==> config.mk <==
export PLATFORM = sky130hd
export DESIGN_NAME = id_ex_pipe_reg
export DESIGN_NICKNAME = d
export VERILOG_FILES = /design/src/rtl/id_ex_pipe_reg.sv
export SDC_FILE = /design/constraint.sdc
export NUM_CORES = 1
export LEC_CHECK = 0
export BUFFER_PORTS_ARGS = -buffer_cell sky130_fd_sc_hd__buf_2
export CORE_AREA = 2 2 157 159
export DETAILED_ROUTE_END_ITERATION = 8
export DIE_AREA = 0 0 159 161
export GPL_ROUTABILITY_DRIVEN = 1
export PLACE_DENSITY = 0.54
export SYNTH_ARGS = -nofsm -noshare
export SYNTH_HDL_FRONTEND = slang
export SYNTH_SLANG_ARGS = --single-unit
==> constraint.sdc <==
create_clock -name clk -period 1.8 [get_ports clk]
set_input_delay 0.09 -clock clk [delete_from_list [all_inputs] [get_ports clk]]
set_output_delay 0.09 -clock clk [all_outputs]
set_load 0.005 [all_outputs]
==> src/rtl/id_ex_pipe_reg.sv <==
// ID/EX pipeline register for the 5-stage RV32I core: carries the decoded control bundle and operands
// into EX, detects load-use hazards, inserts bubbles and counts load-use bubbles.
module id_ex_pipe_reg #(
    parameter int XLEN  = 32,
    parameter int CNT_W = 16
) (
    input  logic             clk,
    input  logic             rst,
    input  logic             flush_e,
    input  logic             valid_d,
    input  logic             regwr_d,
    input  logic [1:0]       result_d,
    input  logic             memwr_d,
    input  logic             alusrc_d,
    input  logic [1:0]       aluop_d,
    input  logic             branch_d,
    input  logic             jump_d,
    input  logic             jalr_d,
    input  logic [2:0]       func3_d,
    input  logic             func7b5_d,
    input  logic [XLEN-1:0]  rd1_d,
    input  logic [XLEN-1:0]  rd2_d,
    input  logic [XLEN-1:0]  pc_d,
    input  logic [XLEN-1:0]  pcplus4_d,
    input  logic [XLEN-1:0]  imm_d,
    input  logic [4:0]       rs1_d,
    input  logic [4:0]       rs2_d,
    input  logic [4:0]       rd_d,
    output logic             valid_e,
    output logic             regwr_e,
    output logic [1:0]       result_e,
    output logic             memwr_e,
    output logic             alusrc_e,
    output logic [1:0]       aluop_e,
    output logic             branch_e,
    output logic             jump_e,
    output logic             jalr_e,
    output logic [2:0]       func3_e,
    output logic             func7b5_e,
    output logic [XLEN-1:0]  rd1_e,
    output logic [XLEN-1:0]  rd2_e,
    output logic [XLEN-1:0]  pc_e,
    output logic [XLEN-1:0]  pcplus4_e,
    output logic [XLEN-1:0]  imm_e,
    output logic [4:0]       rs1_e,
    output logic [4:0]       rs2_e,
    output logic [4:0]       rd_e,
    output logic             stall_f,
    output logic             stall_d,
    output logic [CNT_W-1:0] bubble_cnt
);

    localparam logic [1:0] RESULT_MEM = 2'b01;

    typedef struct packed {
        logic            valid;
        logic            regwr;
        logic [1:0]      result;
        logic            memwr;
        logic            alusrc;
        logic [1:0]      aluop;
        logic            branch;
        logic            jump;
        logic            jalr;
        logic [2:0]      func3;
        logic            func7b5;
        logic [XLEN-1:0] rd1;
        logic [XLEN-1:0] rd2;
        logic [XLEN-1:0] pc;
        logic [XLEN-1:0] pcplus4;
        logic [XLEN-1:0] imm;
        logic [4:0]      rs1;
        logic [4:0]      rs2;
        logic [4:0]      rd;
    } ex_bundle_t;

    ex_bundle_t       id_bundle;
    ex_bundle_t       ex_d, ex_q;
    logic [CNT_W-1:0] bubble_cnt_d, bubble_cnt_q;
    logic             lu;

    assign id_bundle = '{
        valid:   valid_d,
        regwr:   regwr_d,
        result:  result_d,
        memwr:   memwr_d,
        alusrc:  alusrc_d,
        aluop:   aluop_d,
        branch:  branch_d,
        jump:    jump_d,
        jalr:    jalr_d,
        func3:   func3_d,
        func7b5: func7b5_d,
        rd1:     rd1_d,
        rd2:     rd2_d,
        pc:      pc_d,
        pcplus4: pcplus4_d,
        imm:     imm_d,
        rs1:     rs1_d,
        rs2:     rs2_d,
        rd:      rd_d
    };

    // rs fields are compared regardless of opcode; spurious stalls on lui/auipc/jal are harmless.
    assign lu = ex_q.valid & ex_q.regwr & (ex_q.result == RESULT_MEM) & (ex_q.rd != 5'd0)
              & valid_d & ((ex_q.rd == rs1_d) | (ex_q.rd == rs2_d));

    // A flush already kills the dependent instruction, so no stall is needed alongside it.
    assign stall_f = lu & ~flush_e;
    assign stall_d = lu & ~flush_e;

    always_comb begin
        // NOTE: every always_comb output gets a default first so no path can infer a latch.
        ex_d         = id_bundle;
        bubble_cnt_d = bubble_cnt_q;
        if (flush_e || lu) begin
            ex_d = '0;
        end
        if (lu && !flush_e && (bubble_cnt_q != {CNT_W{1'b1}})) begin
            bubble_cnt_d = bubble_cnt_q + CNT_W'(1);
        end
    end

    // NOTE: state registers use non-blocking assignments so all flops update from pre-edge values.
    always_ff @(posedge clk) begin
        if (rst) begin
            ex_q         <= '0;
            bubble_cnt_q <= '0;
        end else begin
            ex_q         <= ex_d;
            bubble_cnt_q <= bubble_cnt_d;
        end
    end

    assign valid_e    = ex_q.valid;
    assign regwr_e    = ex_q.regwr;
    assign result_e   = ex_q.result;
    assign memwr_e    = ex_q.memwr;
    assign alusrc_e   = ex_q.alusrc;
    assign aluop_e    = ex_q.aluop;
    assign branch_e   = ex_q.branch;
    assign jump_e     = ex_q.jump;
    assign jalr_e     = ex_q.jalr;
    assign func3_e    = ex_q.func3;
    assign func7b5_e  = ex_q.func7b5;
    assign rd1_e      = ex_q.rd1;
    assign rd2_e      = ex_q.rd2;
    assign pc_e       = ex_q.pc;
    assign pcplus4_e  = ex_q.pcplus4;
    assign imm_e      = ex_q.imm;
    assign rs1_e      = ex_q.rs1;
    assign rs2_e      = ex_q.rs2;
    assign rd_e       = ex_q.rd;
    assign bubble_cnt = bubble_cnt_q;

endmodule

After elaboration in Yosys (flattened, before gate mapping)
Index checks and enable logic that the tools add are counted.
Operators by class
  multiply operators: 0
  divide/modulo/power cells: 0
  add/sub/neg operators: 1
  reductions and logical operators: 6
  magnitude comparators: 0
  shifts and indexed selects: 0
  equality and inequality tests: 4
  multiplexer cells: 0
  bitwise logic cells: 8
Operators by type and width (number)
  $add 16x1->16 const B: 1
  $ne 16x16->1 const B: 1
  $eq 5x5->1: 2
  $and 1x1->1: 6
  $reduce_bool 5->1: 1
  $eq 2x1->1 const B: 1
  $logic_and 1x1->1: 2
  $reduce_or 2->1: 1
  $logic_not 1->1: 1
  $logic_or 1x1->1: 1
  $not 1->1: 1
  $or 1x1->1: 1
Storage, ports and cells
  memories kept: 0
  logic and storage cells: 39
  output and inout bits: 208
  bits in read-only memories: 0
  bits in registers: 206
  input port bits: 193
  bits in latches: 0
  memory bits (writable): 0

Longest topological paths before layout
Gate-level depths: netlist (run 1).
  depth after elaboration: 7
  depth in mapped cells: 8
  depth with buffers taken out: 6

Worst setup path before layout (run 1)
No wires, ideal clock.
  path type: register -> register
  start: reg bubble_cnt_q[0], in the netlist bubble_cnt[0]
  end: reg bubble_cnt_q[9], in the netlist bubble_cnt[9]
  stages on the path, launching flop included: 8
  arrival: 1.843 ns
  path slack: -0.113 ns
  data required time: 1.730 ns
  library setup time: 0.070 ns
  clock period less this slack: 1.913 ns
  path buffers: 1
  cell sequence: dfxtp_1 > ha_1 > and3_4 > and3_4 > a31o_4 > buf_8 > or4_1 > a21oi_1
Between the ends
  word-level cells in the longest chain between the ends: 2
  elaborated cells between the ends (all ways): 3
  classes of those cells: add/sub: 1; eq/ne: 1; reduce/logical: 1
Ends and longest elaborated chain
  start, declared: line 79  | logic [CNT_W-1:0] bubble_cnt_d, bubble_cnt_q;
  start signal, assigned: line 131  | bubble_cnt_q <= bubble_cnt_d;
  branches (longest 2 deep; another with $add 16x1->16)
Parallel ways; which one is timed is not known.
A chain may end at the register's enable or synchronous reset.

Final worst setup path (run 1)
  start: reg ex_q (netlist bit rd_e[1])
  end: out stall_f
Between the ends
  word-level cells in the longest chain between the ends: 5
  elaborated cells between the ends (all ways): 8
  classes of those cells: eq/ne: 2; bitwise: 5; reduce/logical: 1
Ends and longest elaborated chain
  start, declared: line 78  | ex_bundle_t ex_d, ex_q;
  start signal, assigned: line 127  | ex_q <= '0;
  start signal, assigned: line 130  | ex_q <= ex_d;
  $reduce_bool 5->1: line 105  | assign lu = ex_q.valid & ex_q.regwr & (ex_q.result == RESULT_MEM) & (ex_q.rd != 5'd0)
  $and 1x1->1: line 105
  $and 1x1->1: line 106  | & valid_d & ((ex_q.rd == rs1_d) | (ex_q.rd == rs2_d));
  $and 1x1->1 *: line 106
  $and 1x1->1 *: line 109  | assign stall_f = lu & ~flush_e;
  end, declared: line 48  | output logic stall_f,
Every way passes the cells marked *; elsewhere a longest branch is shown, timed or not.

==> flow_summary_export.csv, run 1 <==
group,metric,value,unit
yosys,synth_nets,720,
critical_path,startpoint_type,"flop",
critical_path,arrival,1.85,ns
cells_and_area,syn2layout_area_growth,84.6,%
place,place_hpwl,14.0,mm
clock_tree,clk_latency,0.51,ns
place,port-buffer-count,400,
route,drtIter0Drc,216,
global_route,grt_pass1_vias,6211,
sta,min_period_over_period,108,%
power_and_ir_drop,cellLeakagePower,0.00569,uW
cells_and_area,layout_commonest_cell,"buf_2",
worst_hold_path,holdCritPathClass,"in2reg",
yosys,synthCells,526,
clock_tree,clk_path_buf_depth,3,
cells_and_area,final_cell_area,11600,sq um
outcome,status,"finished, violations left",
critical_path,worstPathMaxFanout,3,
yosys,ys_seq_elements,206,
sta,setup_viol,145,
outcome,violations,"negative setup slack",
yosys,syn_area_per_cell,12.0,sq um
yosys,ys_warn_count,0,
die,rows,57,
die,die_w,159,microns
clock_tree,cts.clk_slew.worst_paths,0.06,ns
die,initial_core_util,26.2,%
route,wirelength,20.8,mm
global_route,grt_usage,15.5,%
clock_tree,cts_max_level,1,
sta,clock.fmax,0.515,GHz
place,place_congestion,0.758,
sta,hold_violations,0,
sta,tightest_slew,0.278,ns
power_and_ir_drop,ir_worst_vdd,0.634,mV
place,dpl_cell_area,8770,sq um
die,io_pins,401,
global_route,overflow,0,
cells_and_area,antenna_cells,0,
global_route,grt_pass1_wl,32.3,mm
sta,rsz0062_at_grt,"true",
power_and_ir_drop,powerDensity,943,nW/um^2
clock_tree,cts.sinks,206,
critical_path,cp.required,1.71,ns
sta,fin_ws,-0.143,ns
clock_tree,cts_tree,"built",
route,wl_per_cell,14.0,microns
route,first_pass_iters,4,
cells_and_area,nets,1340,
die,fp.dieArea,25600,sq um
critical_path,criticalPathCategory,"reg2out",
route,drc,0,
die,core_area,24000,sq um
place,dp_cells,1251,
cells_and_area,layout-drive-gt1-share,43.3,%
clock_tree,root_buffer,"clkbuf_16",
global_route,antenna_found_initial,0,
critical_path,cp-end-kind,"output pin",
die,die_y,161,microns
yosys,synth_area,6290,sq um
yosys,yosysSeqAreaShare,65.6,%
cells_and_area,final_cell_count_no_fill,1487,
sta,finalCriticalPeriod,1.94,ns
global_route,grt_max_degree,76,
clock_tree,cts_buffers,23,
cells_and_area,mostFrequentLayoutCells,"buf_2 (400), dfxtp_1 (200), dlygate4sd3_1 (191)",
route,vias,5890,
sta,timing.final.max_slew_violations,0,
sta,slew-limit-headroom,81.3,%
run,max_cap_violations,0,
sta,skew,0.0133,ns
route,vias_per_cell,3.96,
yosys,synth.distinct_cells,41,
route,drtAntennaViolNets,0,
==> what timing repair did <==
item / CTS / global route
pin swaps: 1 / 3
endpoints found under the hold margin: 192 / 0
hold buffers: 191 / 0
endpoints found under the setup margin: 198 / 206
gates cloned: 1 / 0
buffers inserted: 2 / 0
resized for setup: 8 / 7
==> area by class of cell <==
type | instances | area, sq um
fillers | 2183 | 12400
clock inverters | 11 | 191
multi-input cells | 291 | 1990
repair buffers | 623 | 4220
flip-flops and latches | 206 | 4130
inverters | 1 | 3.75
clock buffers | 31 | 656
well taps | 324 | 405
==> cells by family after synthesis <==
logic type | share of synthesized area [%]
simple gates | 25.1
flops | 65.6
buf+inv | 3.56
compound gates | 2.91
xor+xnor | 1.39
mux | 1.19
fa+ha+maj | 0.199
==> cell usage after synthesis <==
cell / number / area [sq um]
o21ai_0: 1 / 5.00
clkbuf_1: 11 / 41.3
nor4_1: 1 / 6.26
a31o_4: 1 / 17.5
and4_4: 1 / 11.3
buf_4: 4 / 30.0
buf_6: 11 / 124
or3_1: 2 / 12.5
ha_1: 1 / 12.5
nor3_2: 3 / 30.0
mux2_4: 5 / 75.1
nor3_1: 2 / 10.0
o31a_1: 1 / 8.76
nand4_1: 2 / 12.5
and3b_1: 2 / 17.5
or3b_2: 1 / 8.76
a211o_1: 1 / 8.76
nor2b_1: 5 / 31.3
and2_1: 190 / 1190
nor3b_2: 2 / 25.0
nand4bb_1: 1 / 11.3
a211oi_1: 1 / 7.51
or4_4: 1 / 11.3
o21ai_1: 1 / 5.00
or3b_1: 1 / 8.76
a21oi_1: 10 / 50.1
nand3_1: 6 / 30.0
o211ai_2: 1 / 12.5
and4_1: 2 / 17.5
buf_2: 2 / 10.0
o31ai_1: 8 / 60.1
dfxtp_1: 206 / 4120
buf_8: 1 / 15.0
a22oi_1: 1 / 7.51
nand2_1: 4 / 15.0
or4_1: 8 / 60.1
and3_1: 2 / 12.5
inv_1: 1 / 3.75
xor2_1: 10 / 87.6
and3_4: 2 / 22.5
nor2_1: 10 / 37.5
==> power breakdown <==
group | internal, uW | switching [uW]
Sequential | 4730 | 44.7
Combinational | 652 | 356
Clock | 3270 | 1880
Total | 8660 | 2280
==> flip-flops by register name (all words and copies together) (netlist names) <==
signal and count:
rs2_e 5, branch_e 1, rd2_e 32, memwr_e 1, jalr_e 1, func7b5_e 1, rd_e 5, pcplus4_e 32
rd1_e 32, func3_e 3, bubble_cnt 16, valid_e 1, alusrc_e 1, jump_e 1, rs1_e 5, result_e 2
aluop_e 2, imm_e 32, regwr_e 1, pc_e 32
==> worst max-delay path: stages (launching register included) <==
cell      delay (ns)
dfxtp_2         0.33
or4_4           0.55
o211ai_4        0.18
buf_6           0.13
nor2_4          0.03
buf_2           0.12
==> metrics by stage <==
stage | power [uW] | util [%] | setup WS, ns | hold slack [ns] | TNS, ns
6_report | 10900 | 48.4 | -0.143 | 0.0479 | -4.31
5_1_grt | 11400 | 48.4 | -0.218 | 0.0650 | -24.08
4_1_cts | 11100 | 48.3 | -0.174 | 0.0462 | -8.92
3_5_place_dp | 5540 | 36.6 | -0.0897 | 0.292 | -9.38
3_3_place_gp | 5540 | 36.6 | -0.0805 | 0.289 | -6.53
2_1_floorplan | 5110 | - | 0.00797 | 0.212 | 0
==> routing by layer <==
metal | wire length [microns] | global-route usage (%)
met3 | 1670 | 4.80
met4 | 761 | 6.40
met1 | 8030 | 16.8
met5 | 0 | 0
met2 | 10300 | 28.3
==> final timing paths <==
check,from,endpoint,slack [ns],depth (start not counted)
min,rst,bubble_cnt[7]$_SDFFE_PP0P_,0.05,3
max reg2reg,bubble_cnt[1]$_SDFFE_PP0P_,bubble_cnt[11]$_SDFFE_PP0P_,-0.08,7
max,rd_e[1]$_SDFF_PP0_,stall_f,-0.14,5
min reg2reg,bubble_cnt[3]$_SDFFE_PP0P_,bubble_cnt[3]$_SDFFE_PP0P_,0.51,2
No activity file was read; power rests on OpenSTA's default activity.
==> inputs of run 2 (changes only) <==
==> config.mk (replaced) <==
export PLATFORM = sky130hd
export DESIGN_NAME = id_ex_pipe_reg
export DESIGN_NICKNAME = d
export VERILOG_FILES = /design/src/rtl/id_ex_pipe_reg.sv
export SDC_FILE = /design/constraint.sdc
export NUM_CORES = 1
export LEC_CHECK = 0
export ABC_AREA = 1
export BUFFER_PORTS_ARGS = -buffer_cell sky130_fd_sc_hd__buf_2
export CORE_AREA = 2 2 155 157
export DETAILED_ROUTE_END_ITERATION = 8
export DIE_AREA = 0 0 157 159
export GPL_ROUTABILITY_DRIVEN = 1
export PLACE_DENSITY = 0.56
export SYNTH_ARGS = -nofsm -noshare
export SYNTH_HDL_FRONTEND = slang
export SYNTH_SLANG_ARGS = --single-unit
==> run 2 against run 1 <==
Net effect:
- the flow now finishes without violations
- flip-flop and latch count unchanged
- worst setup slack better by 0.21 ns
- combinational power up 8%
- fmax up 12%
- non-clock buffer count down 2
- first-iteration DRC count down 3.2%
- synthesized cell count up 51%
- largest power group unchanged
- highest routed layer unchanged
==> flow_summary_export.csv, run 2 <==
group,metric,value,unit
outcome,status,"finished clean",
cells_and_area,syn2layout_area_growth,81.5,%
global_route,grt_usage,16.6,%
global_route,overflow,0,
clock_tree,clk_latency,0.50,ns
place,place_congestion,0.819,
yosys,synth_edf_count,0,
yosys,synthFlopType,"dfxtp_1",
sta,setup_viol,0,
yosys,ys_async_sr_fraction,0,%
sta,skew,0.00959,ns
route,wl_met3,1.97,mm
cells_and_area,mostFrequentLayoutCells,"buf_2 (400), nor2_1 (238), inv_1 (209)",
route,first_pass_iters,4,
critical_path,cpMostUsedCell,"nand2_2",
critical_path,cpMaxStageDelayCell,"dfxtp_4",
clock_tree,clk_path_buf_depth,3,
place,place_hpwl,14.6,mm
sta,clock.fmax,0.577,GHz
cells_and_area,final.fill_count,2076,
yosys,ys_seq_elements,206,
global_route,antenna_found_initial,0,
route,vias,6808,
power_and_ir_drop,p_int,8500,uW
clock_tree,root_buffer,"clkbuf_16",
critical_path,criticalPathCategory,"reg2out",
yosys,yosysMostFrequentCell,"nor2_1",
yosys,synth.top_cell.area_share,63.4,%
cells_and_area,multi_input_area,1440,sq um
die,die_y,159,microns
power_and_ir_drop,seqPwrFrac,44.1,%
yosys,synth_area_leader_cell,"dfxtp_1",
sta,timing.final.max_slew_violations,0,
yosys,yosysSeqAreaShare,63.4,%
power_and_ir_drop,cellLeakagePower,0.00669,uW
worst_hold_path,holdCritPathClass,"in2reg",
die,fp.dieArea,25000,sq um
critical_path,slowest_delay,0.37,ns
yosys,ys_warn_count,0,
critical_path,path_cells,"inv_2 > nand2_1 > nand2_2 > nor2_2 > nand3_2 > nand2_2 > nand2_4 > nor2_4 > buf_2",
clock_tree,cts_max_level,1,
die,initial_core_util,28.1,%
sta,finalCriticalPeriod,1.73,ns
route,maxUsedRoutingLayer,"met4",
route,drtAntennaViolNets,0,
place,dp_cells,1514,
global_route,grt_pass1_vias,6985,
power_and_ir_drop,ir_worst_vdd,0.752,mV
die,rows,56,
route,vias_per_cell,3.89,
power_and_ir_drop,power_frac_comb,10.0,%
clock_tree,cts_buffers,23,
sta,hold_violations,0,
cells_and_area,layout-drive-gt1-share,34.0,%
power_and_ir_drop,clkPwrFrac,45.9,%
sta,rsz0062_at_grt,"true",
die,die_w,157,microns
cells_and_area,layout_commonest_cell,"buf_2",
place,port-buffer-count,400,
yosys,synthTopCellsByCount,"nor2_1 (242), inv_1 (210), dfxtp_1 (206), nand2_1 (71), nand3_1 (14)",
power_and_ir_drop,swShare,21.4,%
sta,tightest_slew,0.351,ns
route,drc,0,
critical_path,arrival,1.64,ns
cells_and_area,antenna_cells,0,
power_and_ir_drop,powerDensity,916,nW/um^2
yosys,synth_area,6510,sq um
critical_path,cp-end-kind,"output pin",
clock_tree,cts.clk_slew.worst_paths,0.06,ns
global_route,grt_max_degree,72,
sta,slew-limit-headroom,76.4,%
power_and_ir_drop,switchingPower,2320,uW
route,wl_met2,11.1,mm
critical_path,worstPathMaxFanout,5,
critical_path,startpoint_type,"flop",
route,wirelength,22.0,mm
die,core_area,23200,sq um
critical_path,cp.required,1.71,ns
die,io_pins,401,
route,drtIter0Drc,209,
clock_tree,cts_tree,"built",
cells_and_area,final_cell_count_no_fill,1749,
route,wl_per_cell,12.6,microns
sta,fin_ws,0.0669,ns
place,preCtsSetupSlack,-0.0554,ns
global_route,grt_pass1_wl,33.5,mm
cells_and_area,nets,1611,
sta,hold-worst-slack,0.144,ns
clock_tree,cts.sinks,206,
yosys,yosys-top-cells-area,"dfxtp_1 (63%), nor2_1 (14%), inv_1 (12%)",
yosys,synthCells,794,
cells_and_area,regArea,4140,sq um
yosys,synth.distinct_cells,19,
yosys,synth_nets,988,
yosys,syn_area_per_cell,8.19,sq um
sta,min_period_over_period,96.3,%
run,max_cap_violations,0,
route,wl_met1,8.01,mm
==> run 2: final cells by class <==
type / instances / share of cell area (%)
clock buffer: 28 / 5.20
sequential: 206 / 35.1
multi-input combinational: 350 / 12.2
tap: 319 / 3.38
inverter: 215 / 6.83
clock inverter: 10 / 1.55
timing repair buffer: 621 / 35.7
==> run 2: metal layers <==
layer	track usage [%]	vias to the layer above
met5	0	-
met4	6.26	0
met3	5.39	63
met2	31.5	297
met1	16.4	2989
li1	-	3459
==> run 2: per-stage QoR <==
| stage | cell area (sq um) | utilization (%) | setup TNS (ns) | total power, uW |
|---|---|---|---|---|
| after floorplan | 6510 | - | 0 | 5150 |
| after global placement | 8990 | 38.8 | -0.0613 | 5590 |
| after detailed placement | 8990 | 38.8 | -1.78 | 5600 |
| after CTS | 11800 | 50.7 | -0.0327 | 11000 |
| after global routing | 11800 | 50.9 | -0.112 | 11300 |
| final | 11800 | 50.9 | 0 | 10800 |
==> run 2: repair_timing <==
| item | in CTS | in global routing |
|---|---|---|
| endpoints found under the hold margin | 191 | 0 |
| endpoints found under the setup margin | 146 | 155 |
| hold buffers | 191 | 0 |
| buffers inserted | 4 | 2 |
| pin swaps | 4 | 8 |
| resized for setup | 12 | 12 |
==> run 2: cell families (layout without fill, tap and decap cells) <==
family,count (synthesis),count (layout),share of synthesized area (%)
compound gates,9,9,0.712
xor+xnor,2,2,0.269
fa+ha+maj,1,1,0.192
buf+inv,238,874,15.3
flops,206,206,63.4
simple gates,338,338,20.2
==> run 2: final timing paths <==
kind	end	from	slack [ns]	cells past startpoint
max reg2reg	imm_e[4]$_SDFF_PP0_	rd_e[3]$_SDFF_PP0_	0.11	12
max	stall_f	rd_e[3]$_SDFF_PP0_	0.07	9
min reg2reg	bubble_cnt[12]$_SDFFE_PP0P_	bubble_cnt[12]$_SDFFE_PP0P_	0.52	2
min	bubble_cnt[8]$_SDFFE_PP0P_	flush_e	0.14	6
==> run 2: critical path: cells and delay by family, from the launching register on <==
kind                   cells  cell delay (ns)
buffers and inverters      2             0.16
flip-flops                 1             0.37
AND/OR/NAND/NOR            7             0.60
==> run 2: power groups by stage <==
stage	Clock, uW	Sequential [uW]	Combinational (uW)
finish	4960	4770	1090
global placement	0	4870	726
global route	5290	4780	1200
floorplan	0	4900	251
detailed placement	0	4870	731
CTS	5120	4770	1070
